File: config.mk
export PLATFORM = sky130hd
export DESIGN_NAME = ic_slice_udiv_witness
export DESIGN_NICKNAME = d
export VERILOG_FILES = /design/src/rtl/ic_pkg.sv /design/src/rtl/serial_udiv.sv /design/src/rtl/ic_slice_udiv_witness.sv
export SDC_FILE = /design/constraint.sdc
export NUM_CORES = 1
export LEC_CHECK = 0
export ABC_AREA = 1
export CAP_MARGIN = 10
export CORE_ASPECT_RATIO = 1.2
export CORE_UTILIZATION = 35
export CTS_BUF_LIST = sky130_fd_sc_hd__clkbuf_4 sky130_fd_sc_hd__clkbuf_8
export CTS_CLUSTER_SIZE = 8
export DETAILED_ROUTE_END_ITERATION = 8
export PLACE_DENSITY = 0.61
export SLEW_MARGIN = 20
export SYNTH_ARGS = -nofsm -noshare
export SYNTH_HDL_FRONTEND = slang
export SYNTH_SLANG_ARGS = --single-unit
File: constraint.sdc
create_clock -name clk -period 7.16 [get_ports clk]
set_input_delay 1.432 -clock clk [delete_from_list [all_inputs] [get_ports clk]]
set_output_delay 1.432 -clock clk [all_outputs]
set_load 0.05 [all_outputs]
File: src/rtl/ic_pkg.sv
// Shared types and limits for the unsigned-division invertibility-condition slice.
package ic_pkg;

   localparam int W_MIN = 2;
   localparam int W_MAX = 32;

   typedef enum logic [1:0] {
      IC_SLE = 2'b00,
      IC_SGE = 2'b01,
      IC_ULE = 2'b10,
      IC_UGE = 2'b11
   } ic_mode_e;

   typedef enum logic [1:0] {
      ST_IDLE = 2'b00,
      ST_DIV  = 2'b01,
      ST_DONE = 2'b10
   } ic_state_e;

endpackage

File: src/rtl/serial_udiv.sv
// Restoring divider producing one quotient bit per cycle, MSB first, W cycles per divide.
// A zero divisor naturally yields an all-ones quotient and remainder equal to the dividend.
module serial_udiv
   import ic_pkg::*;
#(
   parameter int W = 8
) (
   input  logic         clk,
   input  logic         rst,
   input  logic         start,
   input  logic [W-1:0] dividend,
   input  logic [W-1:0] divisor,
   output logic         busy,
   output logic         done,
   output logic [W-1:0] quot,
   output logic [W:0]   rem
);

   localparam int CW = $clog2(W + 1);

   logic [W-1:0]  dvd_r;
   logic [W-1:0]  dsr_r;
   logic [W-1:0]  quot_r;
   logic [W:0]    rem_r;
   logic [CW-1:0] cnt_r;
   logic          busy_r;
   logic          done_r;

   logic [W-1:0]  step_dvd_s;
   logic [W-1:0]  step_dsr_s;
   logic [W-1:0]  step_quot_s;
   logic [W:0]    step_rem_s;
   logic [W:0]    shift_s;
   logic [W:0]    diff_s;
   logic          ge_s;

   // One restoring step; the start cycle already consumes the first dividend bit.
   always_comb begin
      if (start) begin
         step_dvd_s  = dividend;
         step_dsr_s  = divisor;
         step_quot_s = {W{1'b0}};
         step_rem_s  = {(W+1){1'b0}};
      end else begin
         step_dvd_s  = dvd_r;
         step_dsr_s  = dsr_r;
         step_quot_s = quot_r;
         step_rem_s  = rem_r;
      end
      shift_s = {step_rem_s[W-1:0], step_dvd_s[W-1]};
      diff_s  = shift_s - {1'b0, step_dsr_s};
      ge_s    = (shift_s >= {1'b0, step_dsr_s});
   end

   // Iteration state and completion pulse.
   always_ff @(posedge clk) begin
      if (rst) begin
         dvd_r  <= {W{1'b0}};
         dsr_r  <= {W{1'b0}};
         quot_r <= {W{1'b0}};
         rem_r  <= {(W+1){1'b0}};
         cnt_r  <= {CW{1'b0}};
         busy_r <= 1'b0;
         done_r <= 1'b0;
      end else if (start || busy_r) begin
         dvd_r  <= {step_dvd_s[W-2:0], 1'b0};
         dsr_r  <= step_dsr_s;
         quot_r <= {step_quot_s[W-2:0], ge_s};
         rem_r  <= ge_s ? diff_s : shift_s;
         if (start) begin
            cnt_r  <= CW'(W - 1);
            busy_r <= 1'b1;
            done_r <= 1'b0;
         end else if (cnt_r == CW'(1)) begin
            cnt_r  <= cnt_r - CW'(1);
            busy_r <= 1'b0;
            done_r <= 1'b1;
         end else begin
            cnt_r  <= cnt_r - CW'(1);
            busy_r <= 1'b1;
            done_r <= 1'b0;
         end
      end else begin
         done_r <= 1'b0;
      end
   end

   assign busy = busy_r;
   assign done = done_r;
   assign quot = quot_r;
   assign rem  = rem_r;

endmodule

File: src/rtl/ic_slice_udiv_witness.sv
// Invertibility condition for P(x udiv s, t): picks a witness x, divides it serially,
// and reports whether the predicate holds for the resulting quotient.
module ic_slice_udiv_witness
   import ic_pkg::*;
#(
   parameter int W = 8
) (
   input  logic         clk,
   input  logic         rst,
   input  logic         in_valid,
   output logic         in_ready,
   input  logic [1:0]   mode,
   input  logic [W-1:0] s,
   input  logic [W-1:0] t,
   output logic         out_valid,
   input  logic         out_ready,
   output logic         ic,
   output logic [W-1:0] x,
   output logic [W-1:0] q
);

   if (W < W_MIN || W > W_MAX) begin : g_bad_width
      $error("ic_slice_udiv_witness: W out of range");
   end

   ic_state_e    state_r;
   ic_mode_e     mode_r;
   logic [W-1:0] s_r;
   logic [W-1:0] t_r;
   logic         start_r;
   logic         in_ready_r;
   logic         out_valid_r;
   logic         ic_r;
   logic [W-1:0] x_r;
   logic [W-1:0] q_r;

   logic [W-1:0] x_s;
   logic         ic_s;
   logic         div_done_s;
   logic [W-1:0] div_quot_s;
   logic         div_busy_unused_s;
   logic [W:0]   div_rem_unused_s;

   // Witness choice: extreme dividends, or t itself when s=1 makes the quotient equal x.
   always_comb begin
      x_s = {W{1'b0}};
      case (mode_r)
         IC_SLE: begin
            if (s_r == W'(1)) x_s = t_r;
            else              x_s = {W{1'b0}};
         end
         IC_SGE: begin
            if (s_r == W'(1))      x_s = t_r;
            else if (s_r == W'(0)) x_s = {W{1'b0}};
            else                   x_s = {W{1'b1}};
         end
         IC_ULE:  x_s = {W{1'b0}};
         IC_UGE:  x_s = {W{1'b1}};
         default: x_s = {W{1'b0}};
      endcase
   end

   // Predicate applied to the divider's quotient.
   always_comb begin
      ic_s = 1'b0;
      case (mode_r)
         IC_SLE:  ic_s = ($signed(div_quot_s) <= $signed(t_r));
         IC_SGE:  ic_s = ($signed(div_quot_s) >= $signed(t_r));
         IC_ULE:  ic_s = (div_quot_s <= t_r);
         IC_UGE:  ic_s = (div_quot_s >= t_r);
         default: ic_s = 1'b0;
      endcase
   end

   serial_udiv #(.W(W)) u_div (
      .clk      (clk),
      .rst      (rst),
      .start    (start_r),
      .dividend (x_s),
      .divisor  (s_r),
      .busy     (div_busy_unused_s),
      .done     (div_done_s),
      .quot     (div_quot_s),
      .rem      (div_rem_unused_s)
   );

   // Control FSM: operands are frozen from accept until the next accept.
   always_ff @(posedge clk) begin
      if (rst) begin
         state_r     <= ST_IDLE;
         mode_r      <= IC_SLE;
         s_r         <= {W{1'b0}};
         t_r         <= {W{1'b0}};
         start_r     <= 1'b0;
         in_ready_r  <= 1'b1;
         out_valid_r <= 1'b0;
         ic_r        <= 1'b0;
         x_r         <= {W{1'b0}};
         q_r         <= {W{1'b0}};
      end else begin
         case (state_r)
            ST_IDLE: begin
               if (in_valid) begin
                  mode_r     <= ic_mode_e'(mode);
                  s_r        <= s;
                  t_r        <= t;
                  start_r    <= 1'b1;
                  in_ready_r <= 1'b0;
                  state_r    <= ST_DIV;
               end else begin
                  start_r <= 1'b0;
               end
            end
            ST_DIV: begin
               start_r <= 1'b0;
               if (div_done_s) begin
                  ic_r        <= ic_s;
                  x_r         <= x_s;
                  q_r         <= div_quot_s;
                  out_valid_r <= 1'b1;
                  state_r     <= ST_DONE;
               end
            end
            ST_DONE: begin
               if (out_ready) begin
                  out_valid_r <= 1'b0;
                  in_ready_r  <= 1'b1;
                  state_r     <= ST_IDLE;
               end
            end
            default: begin
               start_r     <= 1'b0;
               out_valid_r <= 1'b0;
               in_ready_r  <= 1'b1;
               state_r     <= ST_IDLE;
            end
         endcase
      end
   end

   assign in_ready  = in_ready_r;
   assign out_valid = out_valid_r;
   assign ic        = ic_r;
   assign x         = x_r;
   assign q         = q_r;

endmodule

==> out/qor.yml, run 1 <==
clock_tree:
  cts.clk_slew.worst_paths_ps: 80
  cts_buffers: 9
  ctsHoldBuffers: 0
  clockRootBuffer: "clkbuf_8"
  cts_htree_levels: 3
  insertion_delay_ps: 350
  cts_tree: "done"
  cts.sinks: 77
  ctsResizeCount: 0
  post_cts_buffers: 0
  cts_buffer_depth: 2
synthesis:
  synth.mux.area_fraction_pct: 1.34
  synth.top_cell.area_share_pct: 41.4
  synthXorXnorAreaFrac_pct: 1.41
  yosysSeqAreaShare_pct: 41.4
  synth_simple_gate_area_share_pct: 18.5
  netlist_instances: 517
  yosys-top-cells-count: "dfxtp_1, inv_1, nand2_1"
  synthAdderAreaFrac_pct: 6.58
  synth_most_common_cell: "dfxtp_1"
  ys_warn_count: 0
  syn_area_um2: 3730
  synth_area_leader_cell: "dfxtp_1"
  synth_area_per_cell_um2: 7.21
  synth_top_family_by_area: "compound AO/OA/AOI/OAI gates"
  synth-edff-count: 0
  async_reset_ff_share_pct: 0
  synth_fp_nets: 558
  synth_area_leaders: "dfxtp_1, o21ai_0, inv_1"
  synth-seq-cells: 77
  ys_types: 33
  synth_compound_area_share_pct: 20.6
  synth-main-ff-cell: "dfxtp_1"
timing:
  relSlewSlack_pct: 32.8
  worst_slack_ps: 4110
  report.final.slew_viol_count: 0
  hold_viol_final: 0
  finalSetupViolations: 0
  fmax_mhz: 328
  finalClockSkew_ps: 5.99
  min_period_over_period_pct: 42.6
  min_period_ps: 3050
  tns_ps: 0
  rsz0062_at_grt: "false"
  whs_ps: 471
  worst_slew_pin_slew_ps: 1010
die:
  start_util_pct: 36.7
  fp.dieW_um: 96.2
  coreArea_um2: 10200
  rows: 40
  dieHeight_um: 115
  top_level_ports: 41
  dieArea_um2: 11100
worst_setup_path:
  end_kind: "flop"
  setup.worst_path.start_class: "input port"
  reg2reg_slack_ps: 4380
  critPathMaxFanout: 40
  regToRegEndpoint: "u_div.rem[6]$_SDFFE_PP0N_"
  crit_arrival_ps: 3350
  crit_required_ps: 7460
  ff2ff_path_depth: 16
  r2r-start: "s_r[2]$_SDFFE_PP0P_"
  timing_worst_setup_path_type: "in -> reg"
hold_path:
  min_to: "u_div.dvd_r[2]$_SDFFE_PP0N_"
  hold_class: "reg -> reg"
  holdPathStages: 2
  hp-start: "u_div.dvd_r[2]$_SDFFE_PP0N_"
global_route:
  grt.overflow.total: 0
  use_met2_pct: 29.4
  grt-busiest-layer: "met2"
  grt_max_degree: 41
  grt_pass1_vias: 3045
  antenna_found_initial: 0
  track_usage_pct: 16.8
  grt_pass1_wl_um: 14400
  grt_use_met1_pct: 19.7
  grtUsageMet3_pct: 4.30
routing:
  route.detailed.drc: 0
  drt-initial-drc-count: 147
  firstDrtPassIters: 4
  antenna_left: 0
  drt_wl_total_um: 8510
  routedWlPerCell_um: 12.5
  vias: 3308
  viasPerCell: 4.86
power_and_ir_drop:
  swShare_pct: 33.2
  leakage_nw: 1.96
  ir_drop_mv: 0.130
  powerDensity_nw_per_um2: 252
  p_sw_mw: 0.370
  power_frac_seq_pct: 42.9
  combinationalPowerShare_pct: 27.2
  pwr-share-clk_pct: 29.8
  internal-power_mw: 0.743
layout:
  nets: 590
  fin_util_pct: 43.4
  syn_to_final_growth_pct: 18.4
  stdcell_area_um2: 4410
  nFillCells: 1042
  diodes: 0
  drive_gt1_share_pct: 4.87
run:
  cap_violations: 0
place:
  place_area_um2: 4210
  pre_cts_slack_ps: 3670
  numPortBuffers: 40
  hpwl_um: 6040
  place.gp.congestion: 0.848
run_status:
  status: "complete, no violations"
## metal layers
metal	wire length (µm)	share of wire, %
met3	338	4.0
met1	3790	45
met4	132	1.6
met2	4250	50
met5	0	0
## power by group through the flow
stage | logic, mW | registers (mW) | clock network [mW]
after floorplan | 0.242 | 0.484 | 0
after global placement | 0.296 | 0.487 | 0
after detailed placement | 0.302 | 0.488 | 0
after CTS | 0.303 | 0.478 | 0.346
after global routing | 0.347 | 0.482 | 0.364
final | 0.303 | 0.478 | 0.332
## metrics by stage
stage	instances	power (mW)
global placement	664	0.783
detailed placement	664	0.790
floorplan	517	0.727
finish	680	1.11
CTS	680	1.13
global route	680	1.19
## critical path, cell delays in order
cell and delay [ps]:
clkdlybuf4s50_1 420, buf_4 240, inv_1 760, o21ai_0 200, o21bai_1 210, inv_1 70
## cells in the final DEF (no fill, tap or decap), types with 4 or more instances in the layout
| master | n |
|---|---|
| nand3_1 | 14 |
| o21bai_1 | 8 |
| clkbuf_8 | 10 |
| o21ai_1 | 13 |
| inv_1 | 74 |
| clkdlybuf4s50_1 | 40 |
| dfxtp_1 | 77 |
| mux2i_1 | 5 |
| buf_4 | 4 |
| ha_1 | 18 |
| o21ai_0 | 61 |
| nand4_1 | 6 |
| a21oi_1 | 52 |
| nor2_1 | 68 |
| nand2_1 | 72 |
| xnor2_1 | 5 |
## area by class of cell
| type | count | area, µm² | share of cell area [%] |
|---|---|---|---|
| clock buffer | 10 | 138 | 3.12 |
| clock inverter | 6 | 62.6 | 1.42 |
| inverter | 75 | 282 | 6.38 |
| multi-input combinational | 342 | 1800 | 40.8 |
| sequential | 77 | 1540 | 34.9 |
| tap | 126 | 158 | 3.57 |
| timing repair buffer | 44 | 430 | 9.75 |
## sequential cells by signal, indices dropped and copies added, names as in the netlist
name and count:
q 8, s_r 8, t_r 8, u_div.dsr_r 8, u_div.quot 8, u_div.rem 8
x 8, u_div.dvd_r 7, u_div.cnt_r 4, mode_r 2, state_r 2, ic 1
in_ready 1, out_valid 1, start_r 1, u_div.busy 1, u_div.done 1
## worst max path at each step
stage / startpoint / end / slack, ps
floorplan: start_r$_SDFFE_PP0P_ / u_div.rem[5]$_SDFFE_PP0N_ / 4830
CTS: rst / x[7]$_SDFFE_PP0P_ / 4060
finish: rst / x[7]$_SDFFE_PP0P_ / 4110
global placement: rst / x[4]$_SDFFE_PP0P_ / 3730
global route: rst / x[4]$_SDFFE_PP0P_ / 3880
detailed placement: rst / x[7]$_SDFFE_PP0P_ / 3670
## kinds of logic (layout without fill, tap and decap cells)
| logic type | Yosys count | in the layout |
|---|---|---|
| compound gates | 144 | 144 |
| fa+ha+maj | 19 | 19 |
| simple gates | 168 | 168 |
| flops | 77 | 77 |
| buf+inv | 98 | 135 |
| mux | 5 | 5 |
| xor+xnor | 6 | 6 |
Note: power is estimated with default switching activity, not from simulation.
==> run 2: changes to the inputs <==
==> constraint.sdc (replaced) <==
create_clock -name clk -period 3.15 [get_ports clk]
set_input_delay 0.63 -clock clk [delete_from_list [all_inputs] [get_ports clk]]
set_output_delay 0.63 -clock clk [all_outputs]
set_load 0.05 [all_outputs]
==> run 2 against run 1 <==
Compared with the run above:
- die area is the same
- worst setup slack lost 3700 ps
- count of clock-buffer cells in the layout shrank 1
- critical path depth grew 10
- hold slack gained 3.6 ps
- sequential power grew 130%
- register-to-register slack lost 3900 ps
- critical path type is now reg -> reg
- design area grew 0.23%
- global-route usage grew 0.23 points
- largest power group unchanged
- sequential share of layout area shrank 0.079 points
- routed wire length shrank 0.99%
- combinational power grew 130%
==> out/qor.yml, run 2 (synthesized netlist as in run 1, its figures left out) <==
timing:
  report.final.slew_viol_count: 0  # unchanged
  finalSetupViolations: 0  # unchanged
  rsz0062_at_grt: "false"  # unchanged
  worst_slack_ps: 455  # was 4110 ps
  min_period_ps: 2700
  tns_ps: 0  # unchanged
  fmax_mhz: 371
  whs_ps: 475  # was 471 ps
  relSlewSlack_pct: 51.0  # was 32.8%
  worst_slew_pin_slew_ps: 733  # was 1010 ps
  hold_viol_final: 0  # unchanged
  min_period_over_period_pct: 85.6
  finalClockSkew_ps: 9.19  # was 5.99 ps
clock_tree:
  cts.clk_slew.worst_paths_ps: 80  # about the same
  ctsHoldBuffers: 0  # unchanged
  post_cts_buffers: 0  # unchanged
  cts_tree: "done"  # unchanged
  cts_buffers: 9  # unchanged
  ctsResizeCount: 0  # unchanged
  cts_buffer_depth: 2  # unchanged
  clockRootBuffer: "clkbuf_8"  # unchanged
  cts.sinks: 77  # unchanged
  insertion_delay_ps: 360  # was 350 ps
  cts_htree_levels: 3  # unchanged
layout:
  drive_gt1_share_pct: 5.22  # was 4.87%
  ff_latch_area_um2: 1540  # unchanged
  syn_to_final_growth_pct: 18.7  # was 18.4%
  nFillCells: 1067  # was 1042
  mostFrequentLayoutCells: "dfxtp_1, inv_1, nand2_1, nor2_1, o21ai_0"  # unchanged
  multiInputGateArea_um2: 1800  # unchanged
  fin_util_pct: 43.5  # was 43.4%
  layout_commonest_cell: "dfxtp_1"  # unchanged
  nets: 593  # was 590
  diodes: 0  # unchanged
worst_setup_path:
  cp_slowest_cell: "fa_1"  # was inv_1
  slowest_delay_ps: 440  # was 760 ps
  timing_worst_setup_path_type: "reg -> reg"  # was in -> reg
  crit_arrival_ps: 2960  # was 3350 ps
  end_kind: "flop"  # unchanged
  crit_required_ps: 3410  # was 7460 ps
  critPathMaxFanout: 8  # was 40
  setup.worst_path.start_class: "flop"  # was input port
  worst-path-buf-inv: 2  # was 4
  path_cells: "nor2_1 > nand2_1 > nor2_1 > nand3_1 > nand2_1 > nand2_1 > a21oi_1 > ha_1 > inv_1 > fa_1 > nand4_1 > o211ai_1 > xnor2_1 > o21ai_1 > nand2_1 > inv_1"  # was clkdlybuf4s50_1 > buf_4 > inv_1 > o21ai_0 > o21bai_1 > inv_1
  cp_common_cell: "nand2_1"  # was inv_1
  path_delay_family: "simple AND/OR/NAND/NOR gates"  # was buffers and inverters
global_route:
  track_usage_pct: 17.1  # was 16.8%
  grt_pass1_vias: 3181  # was 3045
  grt_pass1_wl_um: 14400  # about the same
  grt.overflow.total: 0  # unchanged
  grt_max_degree: 30  # was 41
  antenna_found_initial: 0  # unchanged
routing:
  viasPerCell: 4.86  # about the same
  antenna_left: 0  # unchanged
  vias: 3316  # was 3308
  routedWlPerCell_um: 12.4  # was 12.5 µm
  firstDrtPassIters: 4  # unchanged
  drt_wl_total_um: 8430  # was 8510 µm
  route.detailed.drc: 0  # unchanged
  drt-initial-drc-count: 82  # was 147
power_and_ir_drop:
  ir_drop_mv: 0.280  # was 0.130 mV
  powerDensity_nw_per_um2: 569  # was 252 nW/µm²
  leakage_nw: 1.97  # was 1.96 nW
run_status:
  status: "complete, no violations"  # unchanged
die:
  dieArea_um2: 11100  # unchanged
  rows: 40  # unchanged
  fp.dieW_um: 96.2  # unchanged
  coreArea_um2: 10200  # unchanged
  start_util_pct: 36.7  # unchanged
  top_level_ports: 41  # unchanged
  dieHeight_um: 115  # unchanged
place:
  hpwl_um: 6210  # was 6040 µm
  numPortBuffers: 40  # unchanged
  pre_cts_slack_ps: 479  # was 3670 ps
  place.gp.congestion: 0.803  # was 0.848
run:
  cap_violations: 0  # unchanged
hold_path:
  hold_class: "reg -> reg"  # unchanged
run 2: cell types whose count changed in the layout (fill, tap and decap cells not counted):
cell / previous run / this run
clkbuf_8: 10 / 9
clkinvlp_4: 3 / 2
inv_6: 0 / 1
buf_4: 4 / 7
run 2: metal layers:
metal / global-route usage [%] / up-vias / share of wire, %
met2: 28.7 / 49 / 48
met5: 0 / - / 0
met1: 19.9 / 1515 / 46
li1: - / 1738 / -
met4: 9.35 / 0 / 2.5
met3: 3.64 / 14 / 3.2
run 2: final timing paths:
path	from	cells past startpoint	slack, ps	to
setup / recovery	s_r[6]$_SDFFE_PP0P_	16	450	u_div.rem[6]$_SDFFE_PP0N_
hold / removal	u_div.rem[0]$_SDFFE_PP0N_	2	470	u_div.rem[0]$_SDFFE_PP0N_
setup reg to reg	s_r[6]$_SDFFE_PP0P_	16	450	u_div.rem[6]$_SDFFE_PP0N_
hold reg to reg	u_div.rem[0]$_SDFFE_PP0N_	2	470	u_div.rem[0]$_SDFFE_PP0N_
run 2: final cells by class:
| class | instances | share of cell area (%) |
|---|---|---|
| Clock buffer | 9 | 2.80 |
| Multi-Input combinational cell | 342 | 40.7 |
| Clock inverter | 6 | 1.44 |
| Timing Repair Buffer | 47 | 10.2 |
| Tap cell | 126 | 3.56 |
| Sequential cell | 77 | 34.9 |
| Inverter | 75 | 6.36 |
run 2: power by group:
part	internal (mW)	switching (mW)	leakage, nW
clock	0.361	0.380	0.0915
combinational	0.265	0.422	1.25
sequential	1.04	0.0450	0.630
run 2: worst register-to-register path: stages (launching register included):
cell      delay (ps)
dfxtp_1          350
nor2_1           110
nand2_1          110
nor2_1           190
nand3_1          100
nand2_1          200
nand2_1          140
a21oi_1          160
ha_1             160
inv_1             80
fa_1             440
nand4_1          110
o211ai_1         110
xnor2_1          170
o21ai_1           80
nand2_1           70
inv_1             30
run 2: through the flow:
step / instance area (µm²) / std cells / total power [mW]
2_1_floorplan: 3730 / 517 / 1.65
3_3_place_gp: 4240 / 667 / 1.79
6_report: 4420 / 682 / 2.52
5_1_grt: 4420 / 682 / 2.69
3_5_place_dp: 4240 / 667 / 1.80
4_1_cts: 4420 / 682 / 2.54
